===== src/rtl/timer_countdown_pkg.sv =====
// Shared definitions for the microwave cook timer: FSM state encodings and
// BCD digit limits used by the top level and the digit cells.
package timer_countdown_pkg;

  typedef enum logic [1:0] {
    ST_ZERO  = 2'b00,
    ST_ARMED = 2'b01,
    ST_RUN   = 2'b10
  } timer_state_t;

  localparam logic [3:0] BCD_MAX      = 4'd9;
  localparam logic [3:0] SEC_TENS_MAX = 4'd5;

endpackage


===== src/rtl/timer_countdown_bcd_digit_down.sv =====
// One BCD digit of the countdown. Loads a shifted-in key digit, decrements
// on request and wraps to WRAP_VAL with a borrow to the next digit.
module bcd_digit_down
  import timer_countdown_pkg::*;
#(
  parameter logic [3:0] WRAP_VAL = BCD_MAX
) (
  input  logic       clk,
  input  logic       resetn,
  input  logic       clr,
  input  logic       load,
  input  logic [3:0] load_val,
  input  logic       dec,
  output logic [3:0] digit,
  output logic       borrow_out
);

  logic [3:0] r_digit;

  // Digit register: reset, then clear, then key load, then decrement.
  always_ff @(posedge clk) begin
    // NOTE: non-blocking assignments keep every register sampling the
    // pre-edge values, so the borrow chain sees a consistent snapshot.
    if (!resetn) begin
      r_digit <= 4'd0;
    end else if (clr) begin
      r_digit <= 4'd0;
    end else if (load) begin
      r_digit <= load_val;
    end else if (dec) begin
      // Values above WRAP_VAL (e.g. sec_tens = 7) just count down normally;
      // the wrap value only matters on borrow.
      r_digit <= (r_digit == 4'd0) ? WRAP_VAL : r_digit - 4'd1;
    end
  end

  assign digit      = r_digit;
  assign borrow_out = dec && (r_digit == 4'd0);

endmodule


===== src/rtl/timer_countdown.sv =====
// Microwave cook timer: shifts keypad digits into an MM:SS display, counts
// down once per TICK_DIV cycles while the magnetron is on, and flags zero.
module timer_countdown
  import timer_countdown_pkg::*;
#(
  parameter int TICK_DIV = 100
) (
  input  logic       clk,
  input  logic       resetn,
  input  logic       clearn,
  input  logic       key_valid,
  input  logic [3:0] key_digit,
  input  logic       mag_on,
  output logic       timer_done,
  output logic       done_pulse,
  output logic [3:0] min_tens,
  output logic [3:0] min_ones,
  output logic [3:0] sec_tens,
  output logic [3:0] sec_ones,
  output logic [1:0] state
);

  localparam int PW = (TICK_DIV > 2) ? $clog2(TICK_DIV) : 1;
  localparam logic [PW-1:0] PRESC_LAST = PW'(TICK_DIV - 1);

  timer_state_t  r_state;
  timer_state_t  w_state_next;
  logic          r_done_pulse;
  logic          w_done_next;
  logic [PW-1:0] r_presc;

  logic [3:0] w_min_tens, w_min_ones, w_sec_tens, w_sec_ones;
  logic       w_borrow_so, w_borrow_st, w_borrow_mo, w_borrow_mt;
  logic       w_key_accept;
  logic       w_key_nonzero;
  logic       w_count_en;
  logic       w_tick;
  logic       w_last_tick;

  // Keys are only taken while the magnetron is off; a key and a tick can
  // therefore never act on the same edge.
  assign w_key_accept  = key_valid && !mag_on && (key_digit <= BCD_MAX);
  assign w_key_nonzero = (w_min_ones | w_sec_tens | w_sec_ones | key_digit) != 4'd0;
  assign w_count_en    = mag_on && (r_state != ST_ZERO);
  assign w_tick        = w_count_en && (r_presc == PRESC_LAST);
  assign w_last_tick   = w_tick &&
                         ({w_min_tens, w_min_ones, w_sec_tens, w_sec_ones} == 16'h0001);

  // Prescaler: holds while paused so a partial second survives mag_on low.
  always_ff @(posedge clk) begin
    if (!resetn) begin
      r_presc <= '0;
    end else if (!clearn) begin
      r_presc <= '0;
    end else if (w_key_accept) begin
      r_presc <= '0;
    end else if (w_count_en) begin
      r_presc <= (r_presc == PRESC_LAST) ? '0 : r_presc + 1'b1;
    end
  end

  bcd_digit_down #(.WRAP_VAL(BCD_MAX)) u_sec_ones (
    .clk        (clk),
    .resetn     (resetn),
    .clr        (!clearn),
    .load       (w_key_accept),
    .load_val   (key_digit),
    .dec        (w_tick),
    .digit      (w_sec_ones),
    .borrow_out (w_borrow_so)
  );

  bcd_digit_down #(.WRAP_VAL(SEC_TENS_MAX)) u_sec_tens (
    .clk        (clk),
    .resetn     (resetn),
    .clr        (!clearn),
    .load       (w_key_accept),
    .load_val   (w_sec_ones),
    .dec        (w_borrow_so),
    .digit      (w_sec_tens),
    .borrow_out (w_borrow_st)
  );

  bcd_digit_down #(.WRAP_VAL(BCD_MAX)) u_min_ones (
    .clk        (clk),
    .resetn     (resetn),
    .clr        (!clearn),
    .load       (w_key_accept),
    .load_val   (w_sec_tens),
    .dec        (w_borrow_st),
    .digit      (w_min_ones),
    .borrow_out (w_borrow_mo)
  );

  bcd_digit_down #(.WRAP_VAL(BCD_MAX)) u_min_tens (
    .clk        (clk),
    .resetn     (resetn),
    .clr        (!clearn),
    .load       (w_key_accept),
    .load_val   (w_min_ones),
    .dec        (w_borrow_mo),
    .digit      (w_min_tens),
    .borrow_out (w_borrow_mt)
  );

  // FSM state and done strobe registers.
  always_ff @(posedge clk) begin
    if (!resetn || !clearn) begin
      r_state      <= ST_ZERO;
      r_done_pulse <= 1'b0;
    end else begin
      r_state      <= w_state_next;
      r_done_pulse <= w_done_next;
    end
  end

  // Next-state and done-strobe decode.
  always_comb begin
    // NOTE: defaults first so every path assigns both outputs and no latch
    // is inferred.
    w_state_next = r_state;
    w_done_next  = 1'b0;
    if (w_key_accept) begin
      w_state_next = w_key_nonzero ? ST_ARMED : ST_ZERO;
    end else if (w_last_tick) begin
      w_state_next = ST_ZERO;
      w_done_next  = 1'b1;
    end else if (r_state != ST_ZERO) begin
      w_state_next = mag_on ? ST_RUN : ST_ARMED;
    end
  end

  // The min_tens borrow can only fire when counting from 0:00, which ZERO
  // never does; it is left unused.
  logic w_unused;
  assign w_unused = w_borrow_mt;

  assign min_tens   = w_min_tens;
  assign min_ones   = w_min_ones;
  assign sec_tens   = w_sec_tens;
  assign sec_ones   = w_sec_ones;
  assign timer_done = ({w_min_tens, w_min_ones, w_sec_tens, w_sec_ones} == 16'h0000);
  assign done_pulse = r_done_pulse;
  assign state      = r_state;

endmodule


===== config.mk =====
export PLATFORM = sky130hd
export DESIGN_NAME = timer_countdown
export DESIGN_NICKNAME = d
export VERILOG_FILES = /design/src/rtl/timer_countdown_pkg.sv /design/src/rtl/timer_countdown_bcd_digit_down.sv /design/src/rtl/timer_countdown.sv
export SDC_FILE = /design/constraint.sdc
export NUM_CORES = 1
export LEC_CHECK = 0
export ABC_AREA = 1
export BUFFER_PORTS_ARGS = -buffer_cell sky130_fd_sc_hd__buf_2
export CAP_MARGIN = 30
export CORE_ASPECT_RATIO = 1.2
export CORE_MARGIN = 2
export CORE_UTILIZATION = 45
export CTS_BUF_LIST = sky130_fd_sc_hd__clkbuf_8
export CTS_CLUSTER_DIAMETER = 100
export DETAILED_ROUTE_END_ITERATION = 16
export GPL_TIMING_DRIVEN = 0
export PLACE_DENSITY_LB_ADDON = 0.05
export SETUP_SLACK_MARGIN = 0.02
export SYNTH_ARGS = -nofsm -noshare
export SYNTH_HDL_FRONTEND = slang
export SYNTH_SLANG_ARGS = --single-unit

===== constraint.sdc =====
create_clock -name clk -period 3.1 [get_ports clk]
set_input_delay 0.155 -clock clk [delete_from_list [all_inputs] [get_ports clk]]
set_output_delay 0.155 -clock clk [all_outputs]
set_load 0.05 [all_outputs]

==> results <==
- The flow ran to the end, and the final reports show no timing, DRC or antenna violations.
- The number of cells on the worst reg-to-reg path is 9.
- The leading cell type in the layout, fill and taps excluded is sky130_fd_sc_hd__nand2_1.
- The number of failing setup endpoints in the final timing report is 0.
- The die is a little under 60 µm wide.
- The worst-case setup slack after placement is approximately 1400 ps.
- The worst path meets setup with 1290 ps of slack.
- The total routed wirelength is around 4000 µm.
- The final total power is just under 700 µW.
- The count of TritonRoute iterations in the first routing pass is 5.
- The Yosys warning count is 0.
- The netlist area before placement is ~1600 µm².
- The clock edge transition at the registers on the reported setup and hold paths is 100 ps.
- Setup repair after global routing left no endpoint under its margin.
- The first routing iteration left between 90 and 100 violations.
- The worst hold path passes through 3 cells.
- Across the VDD grid, the largest voltage drop is 208 µV.
- The total of flip-flops plus latches after synthesis is 26.
- The most used flip-flop cell after synthesis is sky130_fd_sc_hd__dfxtp_1.
- On the final layout, the worst hold slack is around 170 ps.
- In this run the number of H-tree levels came out at 1.
- The filler cell count in the final layout is between 300 and 400.
- The sum of negative setup slack is 0 ps.
- The floorplan has 23 rows.
- The worst endpoint data arrival time is ~1700 ps.
- The detailed-route via count is between 1500 and 2000.
- Post-CTS timing repair inserted 0 buffers for setup.
- The share of post-route cells with drive strength above 1 is just over 20%.
- The maximum operating frequency is ~550 MHz.
- The post-route DRC violation count is 0.
- Per report_power, the clock group accounts for approximately a third of the total.
- The worst min-delay path class is in2reg.
- The via count of the first global-routing pass is ~1400.
- Entering global routing, the biggest net connects 15 pins.
- Leaving out fill and tap cells, the most frequent cells in the layout are sky130_fd_sc_hd__nand2_1 (65), sky130_fd_sc_hd__buf_2 (29), sky130_fd_sc_hd__dfxtp_1 (26).
- The net total in the final layout is ~290.
- The net switching component of the power is 199 µW.
- The leakage component of the power is just over 0.0008 µW.
- Once layout is done, the placed cells without fillers occupy ~1800 µm².
- The number of inserted diodes is 0.
- Counting flops with an async set or reset pin after synthesis yields a share of 0%.
- The critical path in this run is classified as reg2out.
- The distinct cell type count after synthesis is 33.
- The cell count after synthesis came out at 243.
- The startpoint class of the critical path is a flop.
- Global routing finished with a remaining overflow of 0.
- The clock period minus final worst setup slack is approximately 1800 ps.
- The total clock sinks is 26.
- After layout, the worst path uses 58.2% of the clock period.
- The number of slew-limit violations in the final report was 0.
- The share of Yosys cell area claimed by the top area cell type is between 30% and 40%.
- The clock skew is roughly 5.2 ps.
- TritonCTS built the clock tree.
- Summed over all instances, the cell type with the most area after synthesis is sky130_fd_sc_hd__dfxtp_1.
- The peak fanout along the critical path is 5.
- The hold violation count in the final report is 0.
- The die covers 3980 µm².
- The average cell area after synthesis is ~6.5 µm².
- The global-route wire length before repair is between 6000 and 7000 µm.
- The count of input and output buffers is 28.
- Once the clock tree was built, the resizer swapped 0 gates to a different size.
- Compared with the post-synthesis result, the final layout area differs by 15.4%.
- The proportion of power drawn by combinational gates is 16.2%.
- Net switching is 29.1% of the power.
- At the worst endpoint, the required time is 2940 ps.
- The power per cell area is 376 nW/µm².
- No sink is reached through more buffers than the 2 on the longest clock path.
- The global placement routability congestion is about 0.85.
- For this run, the register share of the synthesized area comes to about a third.
- The initial cell density of the core is around 47%.
- The I/O pin count is 29.
- The remaining antenna violation count after routing is 0.
- The cell sitting at the root of the clock tree is a sky130_fd_sc_hd__clkbuf_8.
- The endpoint class of the critical path is an output pin.
- Buffers inserted during clock tree synthesis total 3.
- The chip height is 68.7 µm.
- The count of hold-fix buffers inserted at cts is 0.
- The source-to-sink clock delay at the later pin of the worst-skew pair is 280 ps.
- In the routed layout, each cell is associated on average with a via count of 5.27.
- In the final routed layout, each cell accounts on average for between 10 and 15 µm.
- The number of antenna violations at the first check in global routing is 0.
- The synthesized netlist net count is around 250.
- The worst pin sits at a relative slew slack of a little over three fifths.
- The estimated wirelength of the detail-placed design is 3050 µm.
- The placed instances occupy a cell area of roughly 1800 µm².
- In the post-synthesis netlist, the biggest area contributors are sky130_fd_sc_hd__dfxtp_1 (33%), sky130_fd_sc_hd__nand2_1 (16%), sky130_fd_sc_hd__nor2_1 (6.0%), sky130_fd_sc_hd__a21oi_1 (5.4%), sky130_fd_sc_hd__nand3_1 (5.4%).
- Sequential cells account for 50.3% of the total power.
- Across the whole layout, storage elements account for around 520 µm².
- The count of max-cap constraint violations is 0.
- The internal power of the cells is between 400 and 500 µW.
- The core region is 3340 µm².
- For this run, the total global-route usage over all layers was measured as between 20% and 30%.
- Yosys mapped a number of flops with a built-in enable equal to 0.
- The slew at the pin closest to its max-slew limit is roughly 550 ps.
- The multi-input logic area is about 910 µm².
[power groups by stage]
stage | clock network (µW) | registers [µW] | logic, µW
after floorplan | 0 | 364 | 67.7
after CTS | 235 | 343 | 111
after global routing | 250 | 344 | 123
final | 229 | 343 | 111
after global placement | 0 | 351 | 111
after detailed placement | 0 | 351 | 110
[final cells by class]
cell class                      instances  area share, %
Timing Repair Buffer                   28           7.73
Multi-Input combinational cell        184           50.2
Tap cell                               37           2.55
Clock buffer                            4           3.04
Inverter                               28           5.80
Buffer                                  5           1.93
Sequential cell                        26           28.7
[worst max-delay path, cell delays in order, from the launching register on]
cell and delay (ps):
sky130_fd_sc_hd__dfxtp_1 350, sky130_fd_sc_hd__nor2_1 260, sky130_fd_sc_hd__nand2_1 120, sky130_fd_sc_hd__nor4_1 320, sky130_fd_sc_hd__buf_2 320
[sequential cells by signal, summed over array words and instances (netlist names)]
name	cells
u_min_tens.digit	4
r_presc	7
u_sec_ones.digit	4
u_sec_tens.digit	4
u_min_ones.digit	4
done_pulse	1
state	2
[logic make-up (layout without fill, tap and decap cells)]
group,after synthesis,count (layout),share of synthesized area [%]
adders and majority gates,1,1,0.796
xor gates and xnor gates,1,1,0.557
buffers and inverters,33,65,8.92
AOI/OAI and AO/OA,45,45,16.0
DFF,26,26,33.1
and+or+nand+nor,137,137,40.6
[synth_stat cells (2+ instances only)]
cell type,n
sky130_fd_sc_hd__nor3_1,7
sky130_fd_sc_hd__nand2_2,3
sky130_fd_sc_hd__o21ai_1,11
sky130_fd_sc_hd__a21oi_1,17
sky130_fd_sc_hd__and3_1,2
sky130_fd_sc_hd__nor2_1,25
sky130_fd_sc_hd__nand2_1,65
sky130_fd_sc_hd__inv_2,5
sky130_fd_sc_hd__nand3_2,3
sky130_fd_sc_hd__nand4_1,5
sky130_fd_sc_hd__inv_1,22
sky130_fd_sc_hd__o21ai_0,10
sky130_fd_sc_hd__buf_4,2
sky130_fd_sc_hd__nor2_4,4
sky130_fd_sc_hd__nor2_2,3
sky130_fd_sc_hd__nand3_1,17
sky130_fd_sc_hd__dfxtp_1,26
[stage by stage]
stage | std cells | utilization, %
6_report | 312 | 54.3
4_1_cts | 312 | 54.3
2_1_floorplan | 243 | -
3_5_place_dp | 308 | 52.7
5_1_grt | 312 | 54.3
3_3_place_gp | 308 | 52.7
[path summary, 6_finish.rpt]
check | start | endpoint | slack, ps
setup / recovery | u_min_tens.digit[0]$_SDFFE_PN0P_ | timer_done | 1290
hold reg to reg | r_presc[1]$_SDFFE_PP0P_ | r_presc[1]$_SDFFE_PP0P_ | 490
hold / removal | key_digit[2] | u_sec_ones.digit[2]$_SDFFE_PN0P_ | 170
setup reg to reg | r_presc[0]$_SDFFE_PP0P_ | u_min_tens.digit[3]$_SDFFE_PN0P_ | 1450
[metal layers]
metal | wire length, µm | vias up | track usage [%]
met5 | 0 | - | 0
met4 | 70 | 0 | 8.14
met3 | 184 | 7 | 2.43
met2 | 1930 | 40 | 38.6
met1 | 1820 | 739 | 25.5
li1 | - | 859 | -
(Power assumes the default switching activity.)
